### src/rtl/pipe_ctrl_pkg.sv
// Shared forwarding encodings, scoreboard slot records and the register-match
// helper used by the pipeline hazard controller and its forwarding units.
package pipe_ctrl_pkg;

  localparam int REG_AW = 5;

  localparam logic [1:0] FWD_REG = 2'b00;
  localparam logic [1:0] FWD_MEM = 2'b01;
  localparam logic [1:0] FWD_WB  = 2'b10;

  typedef logic [REG_AW-1:0] reg_addr_t;

  typedef struct packed {
    logic      valid;
    reg_addr_t rd;
    logic      we;
    logic      load;
    reg_addr_t rs1;
    reg_addr_t rs2;
    logic      rs1_used;
    logic      rs2_used;
  } ex_slot_t;

  typedef struct packed {
    logic      valid;
    reg_addr_t rd;
    logic      we;
    logic      load;
  } mem_slot_t;

  typedef struct packed {
    logic      valid;
    reg_addr_t rd;
    logic      we;
  } wb_slot_t;

  // x0 is hardwired zero, so a write to it can never feed a consumer.
  function automatic logic slot_writes(input logic valid, input logic we,
                                       input reg_addr_t rd, input reg_addr_t r);
    return valid & we & (rd == r) & (r != '0);
  endfunction

endpackage

### src/rtl/hazard_fwd_unit.sv
// Combinational forwarding select for one EX source operand; zero latency.
// The youngest producer (MEM) wins over WB; a load still in MEM is never a source.
module hazard_fwd_unit
  import pipe_ctrl_pkg::*;
#(
  parameter int FWD_EN = 1
) (
  input  reg_addr_t  i_rs,
  input  logic       i_rs_used,
  input  mem_slot_t  i_mem,
  input  wb_slot_t   i_wb,
  output logic [1:0] o_sel
);

  logic w_mem_hit;
  logic w_wb_hit;

  assign w_mem_hit = slot_writes(i_mem.valid, i_mem.we, i_mem.rd, i_rs) & ~i_mem.load;
  assign w_wb_hit  = slot_writes(i_wb.valid, i_wb.we, i_wb.rd, i_rs);

  always_comb begin
    o_sel = FWD_REG;
    if ((FWD_EN != 0) && i_rs_used) begin
      if (w_mem_hit) begin
        o_sel = FWD_MEM;
      end else if (w_wb_hit) begin
        o_sel = FWD_WB;
      end
    end
  end

endmodule

### src/rtl/pipe_hazard_ctrl.sv
// 5-stage pipeline hazard controller: stall/flush/forward outputs are combinational
// from the EX/MEM/WB shadow slots and the current ID inputs; counters are registered.
module pipe_hazard_ctrl
  import pipe_ctrl_pkg::*;
#(
  parameter int REG_AW = pipe_ctrl_pkg::REG_AW,
  parameter int CNT_W  = 8,
  parameter int FWD_EN = 1
) (
  input  logic              clk,
  input  logic              rst_n,
  input  logic              id_valid,
  input  logic [REG_AW-1:0] id_rs1,
  input  logic [REG_AW-1:0] id_rs2,
  input  logic              id_rs1_used,
  input  logic              id_rs2_used,
  input  logic [REG_AW-1:0] id_rd,
  input  logic              id_reg_write,
  input  logic              id_is_load,
  input  logic              ex_branch_taken,
  output logic              pc_write_en,
  output logic              if_id_write_en,
  output logic              if_id_flush,
  output logic              id_ex_bubble,
  output logic [1:0]        fwd_sel_1,
  output logic [1:0]        fwd_sel_2,
  output logic [CNT_W-1:0]  stall_cnt,
  output logic [CNT_W-1:0]  flush_cnt
);

  ex_slot_t         r_ex;
  mem_slot_t        r_mem;
  wb_slot_t         r_wb;
  logic [CNT_W-1:0] r_stall_cnt;
  logic [CNT_W-1:0] r_flush_cnt;

  ex_slot_t   w_ex_next;
  logic       w_ex_hit1, w_ex_hit2;
  logic       w_mem_hit1, w_mem_hit2;
  logic       w_raw, w_stall, w_flush;
  logic       w_mem_load_hit;
  logic [1:0] w_fwd1, w_fwd2;

  assign w_ex_hit1  = id_rs1_used & slot_writes(r_ex.valid, r_ex.we, r_ex.rd, id_rs1);
  assign w_ex_hit2  = id_rs2_used & slot_writes(r_ex.valid, r_ex.we, r_ex.rd, id_rs2);
  assign w_mem_hit1 = id_rs1_used & slot_writes(r_mem.valid, r_mem.we, r_mem.rd, id_rs1);
  assign w_mem_hit2 = id_rs2_used & slot_writes(r_mem.valid, r_mem.we, r_mem.rd, id_rs2);

  // Without forwarding, any producer still in EX or MEM blocks the reader; WB
  // writes before the register file is read, so it never blocks.
  assign w_raw = (FWD_EN != 0) ? (r_ex.load & (w_ex_hit1 | w_ex_hit2))
                               : (w_ex_hit1 | w_ex_hit2 | w_mem_hit1 | w_mem_hit2);

  assign w_flush = ex_branch_taken;
  assign w_stall = id_valid & w_raw & ~w_flush;

  hazard_fwd_unit #(.FWD_EN(FWD_EN)) u_fwd1 (
    .i_rs      (r_ex.rs1),
    .i_rs_used (r_ex.rs1_used),
    .i_mem     (r_mem),
    .i_wb      (r_wb),
    .o_sel     (w_fwd1)
  );

  hazard_fwd_unit #(.FWD_EN(FWD_EN)) u_fwd2 (
    .i_rs      (r_ex.rs2),
    .i_rs_used (r_ex.rs2_used),
    .i_mem     (r_mem),
    .i_wb      (r_wb),
    .o_sel     (w_fwd2)
  );

  always_comb begin
    pc_write_en    = 1'b0;
    if_id_write_en = 1'b0;
    if_id_flush    = 1'b1;
    id_ex_bubble   = 1'b1;
    fwd_sel_1      = FWD_REG;
    fwd_sel_2      = FWD_REG;
    if (rst_n) begin
      pc_write_en    = ~w_stall;
      if_id_write_en = ~w_stall;
      if_id_flush    = w_flush;
      id_ex_bubble   = w_stall | w_flush;
      fwd_sel_1      = w_fwd1;
      fwd_sel_2      = w_fwd2;
    end
  end

  always_comb begin
    w_ex_next = '0;
    if (id_valid && !id_ex_bubble) begin
      w_ex_next.valid    = 1'b1;
      w_ex_next.rd       = id_rd;
      w_ex_next.we       = id_reg_write;
      w_ex_next.load     = id_is_load;
      w_ex_next.rs1      = id_rs1;
      w_ex_next.rs2      = id_rs2;
      w_ex_next.rs1_used = id_rs1_used;
      w_ex_next.rs2_used = id_rs2_used;
    end
  end

  always_ff @(posedge clk) begin
    if (!rst_n) begin
      r_ex        <= '0;
      r_mem       <= '0;
      r_wb        <= '0;
      r_stall_cnt <= '0;
      r_flush_cnt <= '0;
    end else begin
      r_ex        <= w_ex_next;
      r_mem.valid <= r_ex.valid;
      r_mem.rd    <= r_ex.rd;
      r_mem.we    <= r_ex.we;
      r_mem.load  <= r_ex.load;
      r_wb.valid  <= r_mem.valid;
      r_wb.rd     <= r_mem.rd;
      r_wb.we     <= r_mem.we;
      if (w_stall && (r_stall_cnt != '1)) begin
        r_stall_cnt <= r_stall_cnt + CNT_W'(1);
      end
      if (w_flush && (r_flush_cnt != '1)) begin
        r_flush_cnt <= r_flush_cnt + CNT_W'(1);
      end
    end
  end

  assign stall_cnt = r_stall_cnt;
  assign flush_cnt = r_flush_cnt;

  // The load-use stall must keep a consumer out of EX while its load sits in MEM.
  assign w_mem_load_hit = r_mem.load &
      ((r_ex.rs1_used & slot_writes(r_mem.valid, r_mem.we, r_mem.rd, r_ex.rs1)) |
       (r_ex.rs2_used & slot_writes(r_mem.valid, r_mem.we, r_mem.rd, r_ex.rs2)));

  a_no_mem_load_fwd: assert property (@(posedge clk) disable iff (!rst_n)
                                      !(r_ex.valid && w_mem_load_hit));

endmodule
### config.mk
export PLATFORM = sky130hd
export DESIGN_NAME = pipe_hazard_ctrl
export DESIGN_NICKNAME = d
export VERILOG_FILES = /design/src/rtl/pipe_ctrl_pkg.sv /design/src/rtl/hazard_fwd_unit.sv /design/src/rtl/pipe_hazard_ctrl.sv
export SDC_FILE = /design/constraint.sdc
export NUM_CORES = 1
export LEC_CHECK = 0
export CAP_MARGIN = 20
export CORE_ASPECT_RATIO = 0.5
export CORE_MARGIN = 2
export CORE_UTILIZATION = 54
export CTS_BUF_LIST = sky130_fd_sc_hd__clkbuf_16
export CTS_CLUSTER_SIZE = 8
export DETAILED_ROUTE_END_ITERATION = 6
export GPL_TIMING_DRIVEN = 0
export PLACE_DENSITY = 0.81
export SETUP_SLACK_MARGIN = 0.2
export SYNTH_ARGS = -nofsm -noshare
export SYNTH_HDL_FRONTEND = slang
export SYNTH_SLANG_ARGS = --single-unit
### constraint.sdc
create_clock -name clk -period 5.3 [get_ports clk]
set_input_delay 1.59 -clock clk [delete_from_list [all_inputs] [get_ports clk]]
set_output_delay 1.59 -clock clk [all_outputs]
set_load 0.1 [all_outputs]
=== After elaboration in Yosys (flattened, before gate mapping) ===
Cells that the tools add are included.

* Register bits: 51
* Input port bits: 23
* Output and inout bits: 24

* Add/subtract/negate cells: 2
* Eq/ne operators: 8
* Mux-type cells: 12
* Bitwise gates (word level): 27
* Reductions and logical operators: 9

{| class="wikitable"
|+ Operator list
! cell !! number
|-
| $eq A5 B5 Y1 || 6
|-
| $and A1 B1 Y1 || 22
|-
| $mux W20 || 1
|-
| $reduce_bool A5 Y1 || 4
|-
| $add A8 B1 Y8 const B || 2
|-
| $mux W2 || 8
|-
| $ne A8 B8 Y1 const B || 2
|-
| $logic_and A1 B1 Y1 || 3
|-
| $mux W1 || 3
|-
| $not A1 Y1 || 3
|-
| $or A1 B1 Y1 || 2
|-
| $reduce_and A2 Y1 || 1
|-
| $logic_not A1 Y1 || 1
|}

=== Logic depth before layout (Yosys ltp) ===
* Depth after elaboration: 13
* Depth in mapped cells: 8
* Gate-level depth less buffers: 6

=== By module ===
A second synthesis with hierarchy kept.

* Cell total of the unflattened synthesis: 240
* Area total of the unflattened synthesis: 2,230.9 um^2

{| class="wikitable"
|+ Modules (own cells, without submodules)
! module !! instances !! cells each !! area an instance (um^2)
|-
| pipe_hazard_ctrl || 1 || 198 || 1,910.6
|-
| hazard_fwd_unit || 2 || 21 || 160.2
|}

=== Worst setup path before layout ===
OpenSTA, ideal clock, no wires.

* Path kind: input port to output port
* Start: input port id_rs1[0]
* End: output port pc_write_en
* Arrival: 4.306 ns
* Data required time: 3.710 ns
* Path slack: -0.596 ns
* Stages on the path: 7
* Path buffers: 2
* Cells stage by stage: o41ai_1 -> a2111oi_1 -> o211ai_1 -> buf_6 -> nor2_1 -> nor2_1 -> buf_4

* Word-level cells in the longest chain between the ends: 10

{| class="wikitable"
|+ Ends and longest elaborated chain
! what !! line !! text
|-
| start, declared || pipe_hazard_ctrl.sv:13 || <nowiki>input logic [REG_AW-1:0] id_rs1,</nowiki>
|-
| $eq A5 B5 Y1 || pipe_ctrl_pkg.sv:40 || <nowiki>return valid & we & (rd == r) & (r != '0);</nowiki>
|-
| $and A1 B1 Y1 || pipe_ctrl_pkg.sv:40 ||
|-
| $and A1 B1 Y1 (*) || pipe_ctrl_pkg.sv:40 ||
|-
| $and A1 B1 Y1 (*) || pipe_hazard_ctrl.sv:44 || <nowiki>assign w_ex_hit1 = id_rs1_used & slot_writes(r_ex.valid, r_ex.we, r_ex.rd, id_rs1);</nowiki>
|-
| $or A1 B1 Y1 (*) || -- ||
|-
| $and A1 B1 Y1 (*) || pipe_hazard_ctrl.sv:51 || <nowiki>assign w_raw = (FWD_EN != 0) ? (r_ex.load & (w_ex_hit1 | w_ex_hit2))</nowiki>
|-
| $and A1 B1 Y1 (*) (2 in series) || pipe_hazard_ctrl.sv:55 || <nowiki>assign w_stall = id_valid & w_raw & ~w_flush;</nowiki>
|-
| $not A1 Y1 (*) || -- ||
|-
| $mux W1 (*) || -- ||
|-
| end, declared || pipe_hazard_ctrl.sv:21 || <nowiki>output logic pc_write_en,</nowiki>
|}

Every way passes the cells marked *; elsewhere a longest branch is shown, timed or not.

=== Final worst setup path ===
* Start: input port id_rs1[4]
* End: output port pc_write_en

* Word-level cells in the longest chain between the ends: 10

{| class="wikitable"
|+ Ends and longest elaborated chain
! what !! line !! text
|-
| $eq A5 B5 Y1 || pipe_ctrl_pkg.sv:40 ||
|-
| $and A1 B1 Y1 || pipe_ctrl_pkg.sv:40 ||
|-
| $and A1 B1 Y1 (*) || pipe_ctrl_pkg.sv:40 ||
|-
| $and A1 B1 Y1 (*) || pipe_hazard_ctrl.sv:44 ||
|-
| $or A1 B1 Y1 (*) || -- ||
|-
| $and A1 B1 Y1 (*) || pipe_hazard_ctrl.sv:51 ||
|-
| $and A1 B1 Y1 (*) (2 in series) || pipe_hazard_ctrl.sv:55 ||
|-
| $not A1 Y1 (*) || pipe_hazard_ctrl.sv:81 || <nowiki>pc_write_en = ~w_stall;</nowiki>
|-
| $mux W1 (*) || pipe_hazard_ctrl.sv:80 || <nowiki>if (rst_n) begin</nowiki>
|}

Marks and branches as above.

==> summary.md <==
| Metric | Value |
|---|---|
| MaxCap Viol Count | 0 |
| First-pass GRT wire length | 7.53 mm |
| Commonest non-fill, non-tap cell in the layout | dfxtp_1 |
| Final worst setup slack | 0.115 ns |
| Crit path cell chain | clkdlybuf4s50_1 > nor2_2 > o41ai_4 > a2111oi_4 > o211ai_1 > buf_6 > nor2_2 > nor2_4 > buf_4 > buf_8 |
| IO Count | 47 |
| Vias in the first global route | 1669 |
| PortBufs | 46 |
| Die W | 94.3 um |
| Routability cong. | 0.887 |
| Worst-Margin Slew | 0.978 ns |
| Layout cells sized above 1 | 11.1% |
| Unrepaired setup endpoints after global routing | yes |
| Worst Path Max Fanout | 3 |
| Most frequent cells in the layout | 51 x dfxtp_1, 34 x and2_1, 30 x clkdlybuf4s50_1 |
| Die area | 0.00463 mm2 |
| Cells after Synth | 231 |
| Most frequent CP cell | nor2_2 |
| Kind of critical path | input pin to primary output |
| Root Buffer | clkbuf_16 |
| Routed Antenna Nets | 0 |
| Post-synth EDFFs | 0 |
| Yosys synthesis warning count | 0 |
| Critical Path AT | 3.60 ns |
| Initial antenna violation count | 0 |
| Worst-skew pair later-pin latency | 0.29 ns |
| DP Worst Slack | -0.951 ns |
| Max stage delay cell, worst path | clkdlybuf4s50_1 |
| Ys async rst share | 0% |
| Worst Path Buf+Inv | 4 |
| Placed Cells | 331 |
| Number of CTS-inserted buffers | 5 |
| Clk sinks | 51 |
| # rows | 16 |
| Clock Skew | 0.00657 ns |
| Max_slew headroom | 34.6% |
| CTS Hold Bufs | 0 |
| Maximum vdd ir drop | 0.187 mV |
| Leading area contributor after synthesis | dfxtp_1 |
| Total GRT Usage | 21.2% |
| Status | finished, final reports clean |
| Type of origin of the critical path | input pin |
| Minimum clock period | 5.19 ns |
| CTS tree | done |
| Distinct cell type count after synthesis | 31 |
| Fin area | 0.00302 mm2 |
| Remaining Overflow, GRT | 0 |
| P per Cell Area | 270 mW/mm2 |
| Nets | 312 |
| Sequential area share after synthesis | 46.4% |
| Clk buf depth | 2 |
| Dpl hpwl | 3.43 mm |
| Most used flip-flop cell after synthesis | dfxtp_1 |
| Tcrit/Tclk final | 97.8% |
| # DRC | 0 |
| Netlist Area Pre-Place | 0.00220 mm2 |
| Yosys reg bits | 51 |
| Final wirelength | 4.81 mm |
| Clk slew on worst S/H paths | 0.07 ns |
| H-tree depth | 2 |
| Via density per instance | 5.40 |
| Final setup vio count | 0 |
| Busiest layer in global routing | met2 |
| Pin count of the biggest net entering global routing | 19 |
| Final Max Slew Viols | 0 |
| Top post-synthesis cells by area | dfxtp_1 46%, and2_1 9.7%, xnor2_1 8.8%, xor2_1 4.4%, nor2_1 2.9% |
| GRT met3 Usage | 5.10% |
| Setup TNS Final | 0 ns |
| Required time of the critical path | 3.71 ns |
| Max frequency | 193 MHz |
| DRT Pass-1 Iters | 4 |
| Area Growth Syn to Fin | 37.2% |
| # diodes | 0 |
| Delay-heaviest family, CP | buffers and inverters |
| Reg2Reg Setup Slack | 3.01 ns |
| Routed vias | 1848 |
| Placed standard-cell area | 0.00274 mm2 |
| Crit path largest cell delay | 0.47 ns |
| Avg Synthesized Cell Area | 9.52 um2 |
| Non-Filler Instances | 342 |
| GRT met2 Usage | 35.8% |
| Drt initial violations | 58 |
| Post-Syn Nets | 256 |
| Worst Hold Class | flip-flop to flip-flop |
| Core Region | 0.00390 mm2 |
| Die height | 49.1 um |
| CP endpoint kind | primary output |
| Initial Util | 56.3% |
| Final hold viol count | 0 |
| Met1 usage | 27.3% |
| Synth top area share | 46.4% |
| WL/cell | 14.1 um |
| Leak | 1.18 nW |
-- cells in the mapped netlist, drive strengths merged, types with 4 or more instances --
| library cell | instances |
|---|---|
| dfxtp | 51 |
| and2 | 34 |
| xnor2 | 22 |
| nor2 | 17 |
| nand2 | 15 |
| xor2 | 11 |
| nand3 | 9 |
| nand4 | 8 |
| clkbuf | 7 |
| or4 | 7 |
| mux2i | 6 |
| and3 | 5 |
| nand2b | 5 |
| o21ai | 5 |
| a21oi | 4 |
| nor4 | 4 |
| or3 | 4 |
-- power breakdown --
| group | internal, W | switching, W | leakage [nW] | total [W] |
|---|---|---|---|---|
| registers | 0.000391 | 0.00000762 | 0.413 | 0.000398 |
| clock network | 0.000178 | 0.000147 | 0.0708 | 0.000325 |
| logic | 0.0000375 | 0.0000527 | 0.699 | 0.0000902 |
-- registers in the layout (all words and copies together) (netlist names) --
| name | cells |
|---|---|
| r_ex | 20 |
| flush_cnt | 8 |
| r_mem | 8 |
| stall_cnt | 8 |
| r_wb | 7 |
-- through the flow --
step	util [%]	power, W	hold slack (ns)
after global routing	77.3	0.000837	0.482
after detailed placement	70.1	0.000490	0.446
after global placement	70.1	0.000488	0.439
after CTS	75.3	0.000810	0.462
after floorplan	-	0.000457	0.430
final	77.3	0.000814	0.459
-- cell type report --
type	count	area (um2)
well taps	54	67.6
flip-flops and latches	51	1020
repair buffers	49	515
multi-input cells	169	1210
clock inverters	3	25.0
inverters	2	7.51
plain buffers	9	45.0
clock buffers	5	125
fillers	263	886
-- worst register-to-register path: cells and delay by family, from the launching register on --
| family | cells | cell delay, ns |
|---|---|---|
| DFF | 1 | 0.37 |
| and+or+nand+nor | 2 | 0.66 |
| buffers and inverters | 2 | 0.32 |
| AOI/OAI and AO/OA | 4 | 0.85 |
-- cells by family after synthesis --
group | synth area share, %
and+or+nand+nor | 29.3
muxes | 2.73
DFF | 46.4
AOI/OAI and AO/OA | 4.89
adders and majority gates | 1.14
buffers and inverters | 2.39
xor gates and xnor gates | 13.1
-- final timing paths --
| path | cells past startpoint | to | start |
|---|---|---|---|
| worst min register to register | 1 | r_wb[6] | r_mem[7] |
| worst max register to register | 8 | stall_cnt[6] | r_ex[18] |
| worst max-delay path | 10 | pc_write_en | id_rs1[4] |
| worst min-delay path | 1 | r_wb[6] | r_mem[7] |
-- layer usage --
layer  wire, um  share of wire [%]
met1       2160                 45
met2       2290                 48
met5          0                  0
met3        228                4.7
met4        121                2.5
-- timing repair --
item	CTS	global route
endpoints found under the hold margin	0	0
gates resized for setup	40	16
buffers inserted	2	1
setup endpoints to repair	8	4
pin swaps	2	4
Power figures use the tool's default switching activity.
